File: src/rtl/mmu_pkg.sv
// Shared MMU definitions: PTE field positions, VPN slicing and walker state encoding.
package mmu_pkg;

  localparam int unsigned VPN_BITS      = 20;
  localparam int unsigned PPN_BITS      = 20;
  localparam int unsigned VPN_HALF_BITS = 10;
  localparam int unsigned PTE_BITS      = 32;
  localparam int unsigned ADDR_BITS     = 32;
  localparam int unsigned FLAG_BITS     = 5;

  localparam int unsigned PTE_V       = 0;
  localparam int unsigned PTE_R       = 1;
  localparam int unsigned PTE_W       = 2;
  localparam int unsigned PTE_X       = 3;
  localparam int unsigned PTE_U       = 4;
  localparam int unsigned PTE_PPN_LSB = 12;

  typedef enum logic [2:0] {
    ST_IDLE,
    ST_L1_REQ,
    ST_L1_WAIT,
    ST_L2_REQ,
    ST_L2_WAIT,
    ST_RESP
  } ptw_state_e;

endpackage

File: src/rtl/pte_check.sv
// Combinational PTE decode: pointer / leaf / fault and resulting PPN for one walk level.
// Superpage leaves at level 1 are accepted only when PTW_SUPERPAGE_EN is defined.
module pte_check
  import mmu_pkg::*;
(
  input  logic [PTE_BITS-1:0]      pte_i,
  input  logic                     level2_i,
  input  logic                     admin_i,
  input  logic [VPN_HALF_BITS-1:0] vpn0_i,
  output logic                     ptr_o,
  output logic                     fault_o,
  output logic [PPN_BITS-1:0]      ppn_o
);

`ifdef PTW_SUPERPAGE_EN
  localparam bit SP_EN = 1'b1;
`else
  localparam bit SP_EN = 1'b0;
`endif

  logic                                 v, r, w, x, u;
  logic                                 leaf, malformed, perm_bad, misaligned;
  logic [PPN_BITS-1:0]                  pte_ppn;
  logic [PTE_PPN_LSB-FLAG_BITS-1:0]     unused_rsv;

  assign v          = pte_i[PTE_V];
  assign r          = pte_i[PTE_R];
  assign w          = pte_i[PTE_W];
  assign x          = pte_i[PTE_X];
  assign u          = pte_i[PTE_U];
  assign pte_ppn    = pte_i[PTE_BITS-1:PTE_PPN_LSB];
  assign unused_rsv = pte_i[PTE_PPN_LSB-1:FLAG_BITS];

  assign leaf       = r | w | x;
  assign malformed  = !v || (w && !r);
  assign perm_bad   = (!admin_i && !u) || !x;
  assign misaligned = |pte_ppn[VPN_HALF_BITS-1:0];

  always_comb begin
    ptr_o   = 1'b0;
    fault_o = 1'b0;
    ppn_o   = pte_ppn;
    if (malformed) begin
      fault_o = 1'b1;
    end else if (!leaf) begin
      // A pointer is only legal at the first level
      if (level2_i) fault_o = 1'b1;
      else          ptr_o   = 1'b1;
    end else if (perm_bad) begin
      fault_o = 1'b1;
    end else if (!level2_i) begin
      if (!SP_EN || misaligned) fault_o = 1'b1;
      else ppn_o = {pte_ppn[PPN_BITS-1:VPN_HALF_BITS], vpn0_i};
    end
  end

endmodule

File: src/rtl/ptw_walker.sv
// Two-level fetch-side page-table walker between the ITLB miss port and a PTE read port.
// Build option: PTW_SUPERPAGE_EN enables 4 MiB superpage leaves at level 1.
module ptw_walker
  import mmu_pkg::*;
(
  input  logic                 clk,
  input  logic                 rst,
  input  logic [PPN_BITS-1:0]  ptbr_ppn,
  input  logic                 req_valid,
  output logic                 req_ready,
  input  logic [VPN_BITS-1:0]  req_vpn,
  input  logic                 req_admin,
  input  logic                 flush,
  output logic                 resp_valid,
  output logic [PPN_BITS-1:0]  resp_ppn,
  output logic [FLAG_BITS-1:0] resp_flags,
  output logic                 resp_fault,
  output logic                 mem_req_valid,
  input  logic                 mem_req_ready,
  output logic [ADDR_BITS-1:0] mem_addr,
  input  logic                 mem_rvalid,
  input  logic [PTE_BITS-1:0]  mem_rdata
);

  ptw_state_e                 state_q, state_d;
  logic [VPN_HALF_BITS-1:0]   vpn0_q, vpn0_d;
  logic                       admin_q, admin_d;
  logic                       flush_pend_q, flush_pend_d;
  logic [ADDR_BITS-1:0]       mem_addr_q, mem_addr_d;
  logic [PPN_BITS-1:0]        resp_ppn_q, resp_ppn_d;
  logic [FLAG_BITS-1:0]       resp_flags_q, resp_flags_d;
  logic                       resp_fault_q, resp_fault_d;

  logic                       l1_ptr, l1_fault, l2_ptr, l2_fault;
  logic [PPN_BITS-1:0]        l1_ppn, l2_ppn;
  logic                       lvl_fault;
  logic [PPN_BITS-1:0]        lvl_ppn;

  pte_check u_chk_l1 (
    .pte_i    (mem_rdata),
    .level2_i (1'b0),
    .admin_i  (admin_q),
    .vpn0_i   (vpn0_q),
    .ptr_o    (l1_ptr),
    .fault_o  (l1_fault),
    .ppn_o    (l1_ppn)
  );

  pte_check u_chk_l2 (
    .pte_i    (mem_rdata),
    .level2_i (1'b1),
    .admin_i  (admin_q),
    .vpn0_i   (vpn0_q),
    .ptr_o    (l2_ptr),
    .fault_o  (l2_fault),
    .ppn_o    (l2_ppn)
  );

  assign lvl_fault = (state_q == ST_L2_WAIT) ? (l2_fault || l2_ptr) : l1_fault;
  assign lvl_ppn   = (state_q == ST_L2_WAIT) ? l2_ppn : l1_ppn;

  assign req_ready     = (state_q == ST_IDLE) && !flush;
  assign resp_valid    = (state_q == ST_RESP) && !flush;
  assign mem_req_valid = (state_q == ST_L1_REQ) || (state_q == ST_L2_REQ);
  assign mem_addr      = mem_addr_q;
  assign resp_ppn      = resp_ppn_q;
  assign resp_flags    = resp_flags_q;
  assign resp_fault    = resp_fault_q;

  // Next-state and datapath update
  always_comb begin
    state_d      = state_q;
    vpn0_d       = vpn0_q;
    admin_d      = admin_q;
    flush_pend_d = flush_pend_q;
    mem_addr_d   = mem_addr_q;
    resp_ppn_d   = resp_ppn_q;
    resp_flags_d = resp_flags_q;
    resp_fault_d = resp_fault_q;
    case (state_q)
      ST_IDLE: begin
        if (req_valid && !flush) begin
          vpn0_d     = req_vpn[VPN_HALF_BITS-1:0];
          admin_d    = req_admin;
          mem_addr_d = {ptbr_ppn, 12'b0}
                     + ADDR_BITS'({req_vpn[VPN_BITS-1:VPN_HALF_BITS], 2'b00});
          state_d    = ST_L1_REQ;
        end
      end
      ST_L1_REQ, ST_L2_REQ: begin
        // A read already handed to the arbiter must still be drained
        if (mem_req_ready) begin
          flush_pend_d = flush;
          state_d      = (state_q == ST_L1_REQ) ? ST_L1_WAIT : ST_L2_WAIT;
        end else if (flush) begin
          state_d = ST_IDLE;
        end
      end
      ST_L1_WAIT, ST_L2_WAIT: begin
        if (mem_rvalid) begin
          flush_pend_d = 1'b0;
          if (flush || flush_pend_q) begin
            state_d = ST_IDLE;
          end else if ((state_q == ST_L1_WAIT) && l1_ptr) begin
            mem_addr_d = {mem_rdata[PTE_BITS-1:PTE_PPN_LSB], 12'b0}
                       + ADDR_BITS'({vpn0_q, 2'b00});
            state_d    = ST_L2_REQ;
          end else begin
            resp_fault_d = lvl_fault;
            resp_ppn_d   = lvl_fault ? '0 : lvl_ppn;
            resp_flags_d = mem_rdata[FLAG_BITS-1:0];
            state_d      = ST_RESP;
          end
        end else if (flush) begin
          flush_pend_d = 1'b1;
        end
      end
      ST_RESP: state_d = ST_IDLE;
      default: state_d = ST_IDLE;
    endcase
  end

  always_ff @(posedge clk) begin
    if (rst) begin
      state_q      <= ST_IDLE;
      vpn0_q       <= '0;
      admin_q      <= 1'b0;
      flush_pend_q <= 1'b0;
      mem_addr_q   <= '0;
      resp_ppn_q   <= '0;
      resp_flags_q <= '0;
      resp_fault_q <= 1'b0;
    end else begin
      state_q      <= state_d;
      vpn0_q       <= vpn0_d;
      admin_q      <= admin_d;
      flush_pend_q <= flush_pend_d;
      mem_addr_q   <= mem_addr_d;
      resp_ppn_q   <= resp_ppn_d;
      resp_flags_q <= resp_flags_d;
      resp_fault_q <= resp_fault_d;
    end
  end

endmodule

File: config.mk
export PLATFORM = sky130hd
export DESIGN_NAME = ptw_walker
export DESIGN_NICKNAME = d
export VERILOG_FILES = /design/src/rtl/mmu_pkg.sv /design/src/rtl/pte_check.sv /design/src/rtl/ptw_walker.sv
export SDC_FILE = /design/constraint.sdc
export NUM_CORES = 1
export LEC_CHECK = 0
export ABC_AREA = 0
export CORE_ASPECT_RATIO = 1.25
export CORE_UTILIZATION = 45
export CTS_CLUSTER_SIZE = 10
export DETAILED_ROUTE_END_ITERATION = 8
export HOLD_SLACK_MARGIN = 0.03
export PLACE_DENSITY = 0.84
export SYNTH_ARGS = -nofsm -noshare
export SYNTH_HDL_FRONTEND = slang
export SYNTH_SLANG_ARGS = --single-unit
File: constraint.sdc
create_clock -name clk -period 3.9 [get_ports clk]
set_clock_uncertainty 0.2 [all_clocks]
set_input_delay 0.78 -clock clk [delete_from_list [all_inputs] [get_ports clk]]
set_output_delay 0.78 -clock clk [all_outputs]
set_load 0.02 [all_outputs]
# [After elaboration in Yosys (flattened, before gate mapping)]
# Index checks and enable logic that the tools add are counted.
[totals] mem_bits_ro=0 wordCells=78 in_bits=79 output_inout_bits=61 mem_count=0 ramBits=0 register_bits=73 latch_bits=0
[op_classes] n_mux=26 n_reduce_logical=26 n_eq_ne=12 shifts=0 bitwise_logic=4 addsub=2 n_div=0 n_lt_le_gt_ge=0 mul=0
[ops] operator="2-to-1 mux 32 bit" n=4
[ops] operator="adder 32 x 12 -> 32 bit" n=2
[ops] operator="case mux 32 bit (2 select lines)" n=1
[ops] operator="2-to-1 mux 3 bit" n=7
[ops] operator="2-to-1 mux 20 bit" n=1
[ops] operator="2-to-1 mux 1 bit" n=11
[ops] operator="case mux 3 bit (3 select lines)" n=1
[ops] operator="inequality test 2 bit (second input constant)" n=4
[ops] operator="equality test 3 x 2 -> 1 bit (second input constant)" n=2
[ops] operator="equality test 3 bit (second input constant)" n=2
[ops] operator="logical AND 1 bit" n=6
[ops] operator="logical NOT 1 bit" n=6
[ops] operator="inequality test 3 bit (second input constant)" n=2
[ops] operator="AND reduction 3 bit" n=2
[ops] operator="AND reduction 5 bit" n=1
[ops] operator="logical OR 1 bit" n=4
[ops] operator="AND reduction 4 bit" n=1
[ops] operator="nonzero test 2 bit" n=2
[ops] operator="OR reduction 2 bit" n=2
[ops] operator="equality test 3 x 1 -> 1 bit (second input constant)" n=1
[ops] operator="logical NOT 3 bit" n=1
[ops] operator="inequality test 2 x 1 -> 1 bit (second input constant)" n=1
[ops] operator="inverter 1 bit" n=2
[ops] operator="OR 1 bit" n=2
[ops] operator="other kinds (2)" n=2

# [Depth between registers and ports, before layout]
[depth] ltp_word=9 depth_mapped=7 mapped_depth_nobuf=4

# [Cells and area by module]
# Synthesis repeated with hierarchy kept, for this count alone.
[unflattened] hier_cells=409 hier_area_um2=3837.4
[modules_own_cells] module="ptw_walker" area_per_inst_um2=3459.6 cells_per_inst=359 instances=1
[modules_own_cells] module="pte_check" area_per_inst_um2=188.9 cells_per_inst=25 instances=2

# [Worst setup path after synthesis]
# No wires, ideal clock.
[synth_timing] path_kind="input to output" startpoint="in flush" endpoint="out resp_valid" path_buffers=1 path_slack_ns=1.268 t_required_ns=2.920 cell_stages=2 arrival_ns=1.652 path_cell_list="buf_2 -> nor4bb_1"
[synth_via] elab_chain_cells=2
[synth_rtl] element="from (decl)" line="ptw_walker.sv:13" rtl="input logic flush,"
[synth_rtl] element="logical NOT 1 bit" line="ptw_walker.sv:63" rtl="assign resp_valid = (state_q == ST_RESP) && !flush;"
[synth_rtl] element="logical AND 1 bit" line="ptw_walker.sv:63"
[synth_rtl] element="to (decl)" line="ptw_walker.sv:14" rtl="output logic resp_valid,"
# Every way passes these cells.

# [Worst setup path in the final report]
# Same ends and word-level chain as after synthesis.

==> impl_metrics.py <==
metrics = {
    "status": {
        "run_status": "completed",
    },
    "yosys": {
        "post_synth_instance_area_um2": 3310,
        "netlist_top_cells_count": "71 x sky130_fd_sc_hd__dfxtp_1, 36 x sky130_fd_sc_hd__nor2_1, 30 x sky130_fd_sc_hd__mux2i_1, 30 x sky130_fd_sc_hd__nand2_1, 29 x sky130_fd_sc_hd__a221oi_2",
        "synth.lib_cells_used.distinct": 43,
        "postSynth.asyncResetShare_pct": 0,
        "synth_warnings": 0,
        "synth_most_common_cell": "sky130_fd_sc_hd__dfxtp_1",
        "post_synth_inst_count": 327,
        "synth-edff-count": 0,
        "synth-main-ff-cell": "sky130_fd_sc_hd__dfxtp_1",
        "yosys.area.top_type": "sky130_fd_sc_hd__dfxtp_1",
        "synth_top_cells_by_area": "sky130_fd_sc_hd__dfxtp_1 43%, sky130_fd_sc_hd__a221oi_2 13%, sky130_fd_sc_hd__mux2i_1 9.1%, sky130_fd_sc_hd__a22o_1 5.3%, sky130_fd_sc_hd__nor2_1 4.1%",
        "ys_ff_latch": 71,
        "syn_area_per_cell_um2": 10.1,
        "synth_sequential_area_ratio_pct": 43.0,
        "netlist.area_leader.share_pct": 43.0,
    },
    "hold_path": {
        "min_delay_worst_endpoint": "vpn0_q[7]",
        "timing.hold.worst.start": "vpn0_q[7]",
        "min_delay_path_depth": 2,
        "timing.hold.worst.class": "reg2reg",
    },
    "final_layout": {
        "antenna-diode-count": 0,
        "area_growth_pct": 44.2,
        "num-fill-cells": 555,
        "finalNetCount": 521,
        "post_route_cells_drive_above_1_share_pct": 13.6,
    },
    "worst_setup_path": {
        "cp-start-kind": "input port",
        "arrival_ns": 2.46,
        "r2r_start": "state_q[1]",
        "worstSetupPathType": "in2out",
        "setup.worst_path.end_class": "output port",
        "cp_max_fo": 12,
        "endpoint_of_the_worst_slack_reg_to_reg_timing_path": "mem_addr[25]",
        "worstPathRequired_ns": 2.92,
        "r2r_slack_ns": 1.26,
        "worstRegToRegCells": 4,
    },
    "timing": {
        "max_clock_freq_ghz": 0.291,
        "finalCritPeriodShare_pct": 88.3,
        "timing_max_transition_violations_final": 0,
        "finalWorstPathRequiredPeriod_ns": 3.44,
        "timing.final.setup_violations": 0,
        "slew_headroom_pct": 31.6,
        "rsz0062_at_grt": "false",
        "timing.setup.tns_ns": 0,
        "hold_viol_final": 0,
        "worst-slew-pin-transition_ns": 1.03,
    },
    "routing": {
        "wl_per_cell_um": 16.1,
        "route.detailed.vias_per_inst": 5.61,
        "route.vias.total": 3011,
        "drtPass1Iterations": 4,
        "dr.first_iter.drc_count": 125,
        "drc": 0,
        "drtAntennaViolNets": 0,
        "postRouteWirelength_mm": 8.65,
    },
    "power_and_ir_drop": {
        "power.share.clock_pct": 33.5,
        "switchingPower_uw": 459,
        "power.share.switching_pct": 26.9,
        "p_total_uw": 1710,
        "power.ir.vdd_worst_uv": 306,
        "power_density_nw_per_um2": 358,
        "p_seq_share_pct": 46.0,
        "combPwrFrac_pct": 20.5,
        "cell_internal_pwr_uw": 1250,
        "leakage_uw": 0.00162,
    },
    "floorplan": {
        "core_region_area_um2": 7020,
        "placementRows": 34,
        "ios": 140,
        "floorplan.initialDensity_pct": 47.1,
        "die_x_um": 78.7,
        "dieArea_um2": 7690,
        "die_h_um": 97.8,
    },
    "grt": {
        "first_global_vias": 2863,
        "groute.layer.met1.usage_pct": 27.3,
        "grt.met2_usage_pct": 40.5,
        "grt_antenna_before_repair": 0,
        "grt.busiest_layer": "met2",
        "global_route_wire_length_before_repair_mm": 13.9,
        "grt_util_met3_pct": 3.27,
        "global_route.usage.total_pct": 23.0,
        "pin_count_of_the_biggest_net_entering_global_routing": 47,
        "globalRoute.totalOverflow": 0,
    },
    "clock_tree": {
        "clkSinkCount": 71,
        "post-cts-setup-buffers": 0,
        "cts_root_buf": "sky130_fd_sc_hd__clkbuf_8",
        "numCtsBuffers": 9,
        "htreeDepth": 3,
        "number_of_resized_instances_in_the_post_cts_repair_step": 0,
        "clock_latency_at_the_later_pin_of_the_worst_skew_pair_ns": 0.34,
        "ctsLongestPathBuffers": 2,
        "cts_tree": "done",
        "clkSlewWorstSetupHoldPaths_ns": 0.07,
        "cts_hold_buf": 0,
    },
    "placed_design": {
        "finalWeightedCongestion": 0.849,
        "place_hpwl_mm": 6.07,
        "port_buffers": 130,
    },
    "run": {
        "cap_violations": 0,
    },
}
## registers in the layout, summed over array words and instances (netlist names)
name          flops
resp_flags        5
admin_q           1
resp_ppn         20
resp_fault        1
mem_addr         30
state_q           3
vpn0_q           10
flush_pend_q      1
## through the flow
stage	setup WS, ns	hold WS [ns]	util [%]	std cells	area (µm²)
after floorplan	1.27	0.236	-	328	3310
after global placement	0.525	0.243	65.2	521	4580
after detailed placement	0.533	0.248	65.2	521	4580
after CTS	0.501	0.257	67.9	537	4770
after global routing	0.342	0.273	67.9	537	4770
final	0.458	0.254	67.9	537	4770
## area by class of cell
| type | instances | area, µm² | area share [%] |
|---|---|---|---|
| repair buffers | 138 | 1370 | 28.7 |
| clock buffers | 12 | 145 | 3.04 |
| multi-input cells | 221 | 1670 | 35.1 |
| clock inverters | 4 | 45.0 | 0.945 |
| well taps | 90 | 113 | 2.36 |
| inverters | 1 | 3.75 | 0.0787 |
| flip-flops and latches | 71 | 1420 | 29.8 |
## layout by cell type, fill, tap and decap left out, drive strengths merged, types with 2 or more instances in the layout
cell	instances
nor2b	2
clkinv	3
clkbuf	12
nor3	4
dfxtp	71
a22o	20
nor4bb	2
mux2i	30
clkdlybuf4s50	129
nand2	30
nor4	3
nand3	4
a221oi	31
o21a	2
a21oi	22
a211oi	3
conb	2
nand4	3
nor2	37
o21ai	8
and2	3
nor3b	2
buf	9
## how the worst max path moves through the flow
stage / depth (start not counted) / slack, ns / from / to
after global routing: 3 / 0.34 / flush / resp_valid
after global placement: 3 / 0.52 / flush / resp_valid
after CTS: 3 / 0.50 / flush / resp_valid
final: 3 / 0.46 / flush / resp_valid
after floorplan: 2 / 1.27 / flush / resp_valid
after detailed placement: 3 / 0.53 / flush / resp_valid
## critical path: stages
cell,delay (ns)
sky130_fd_sc_hd__clkdlybuf4s50_1,0.65
sky130_fd_sc_hd__nor4bb_1,0.37
sky130_fd_sc_hd__clkdlybuf4s50_1,0.66
## cell families after synthesis
logic type	count (synthesis)	synth area share [%]
simple gates	96	14.0
compound gates	92	26.3
flops	71	43.0
buf+inv	36	6.96
mux	30	9.08
xor+xnor	1	0.492
other cells	1	0.113
## power groups by stage
| stage | clock network (µW) | registers [µW] | logic [µW] |
|---|---|---|---|
| floorplan | 0 | 828 | 167 |
| global placement | 0 | 800 | 345 |
| detailed placement | 0 | 802 | 351 |
| CTS | 582 | 786 | 352 |
| global route | 607 | 790 | 376 |
| finish | 572 | 786 | 351 |
## per-layer routing
layer	vias up	routed length (µm)
li1	1442	-
met1	1441	3510
met2	114	4500
met3	14	457
met4	0	172
met5	-	0
Note: power is estimated with default switching activity, not from simulation.
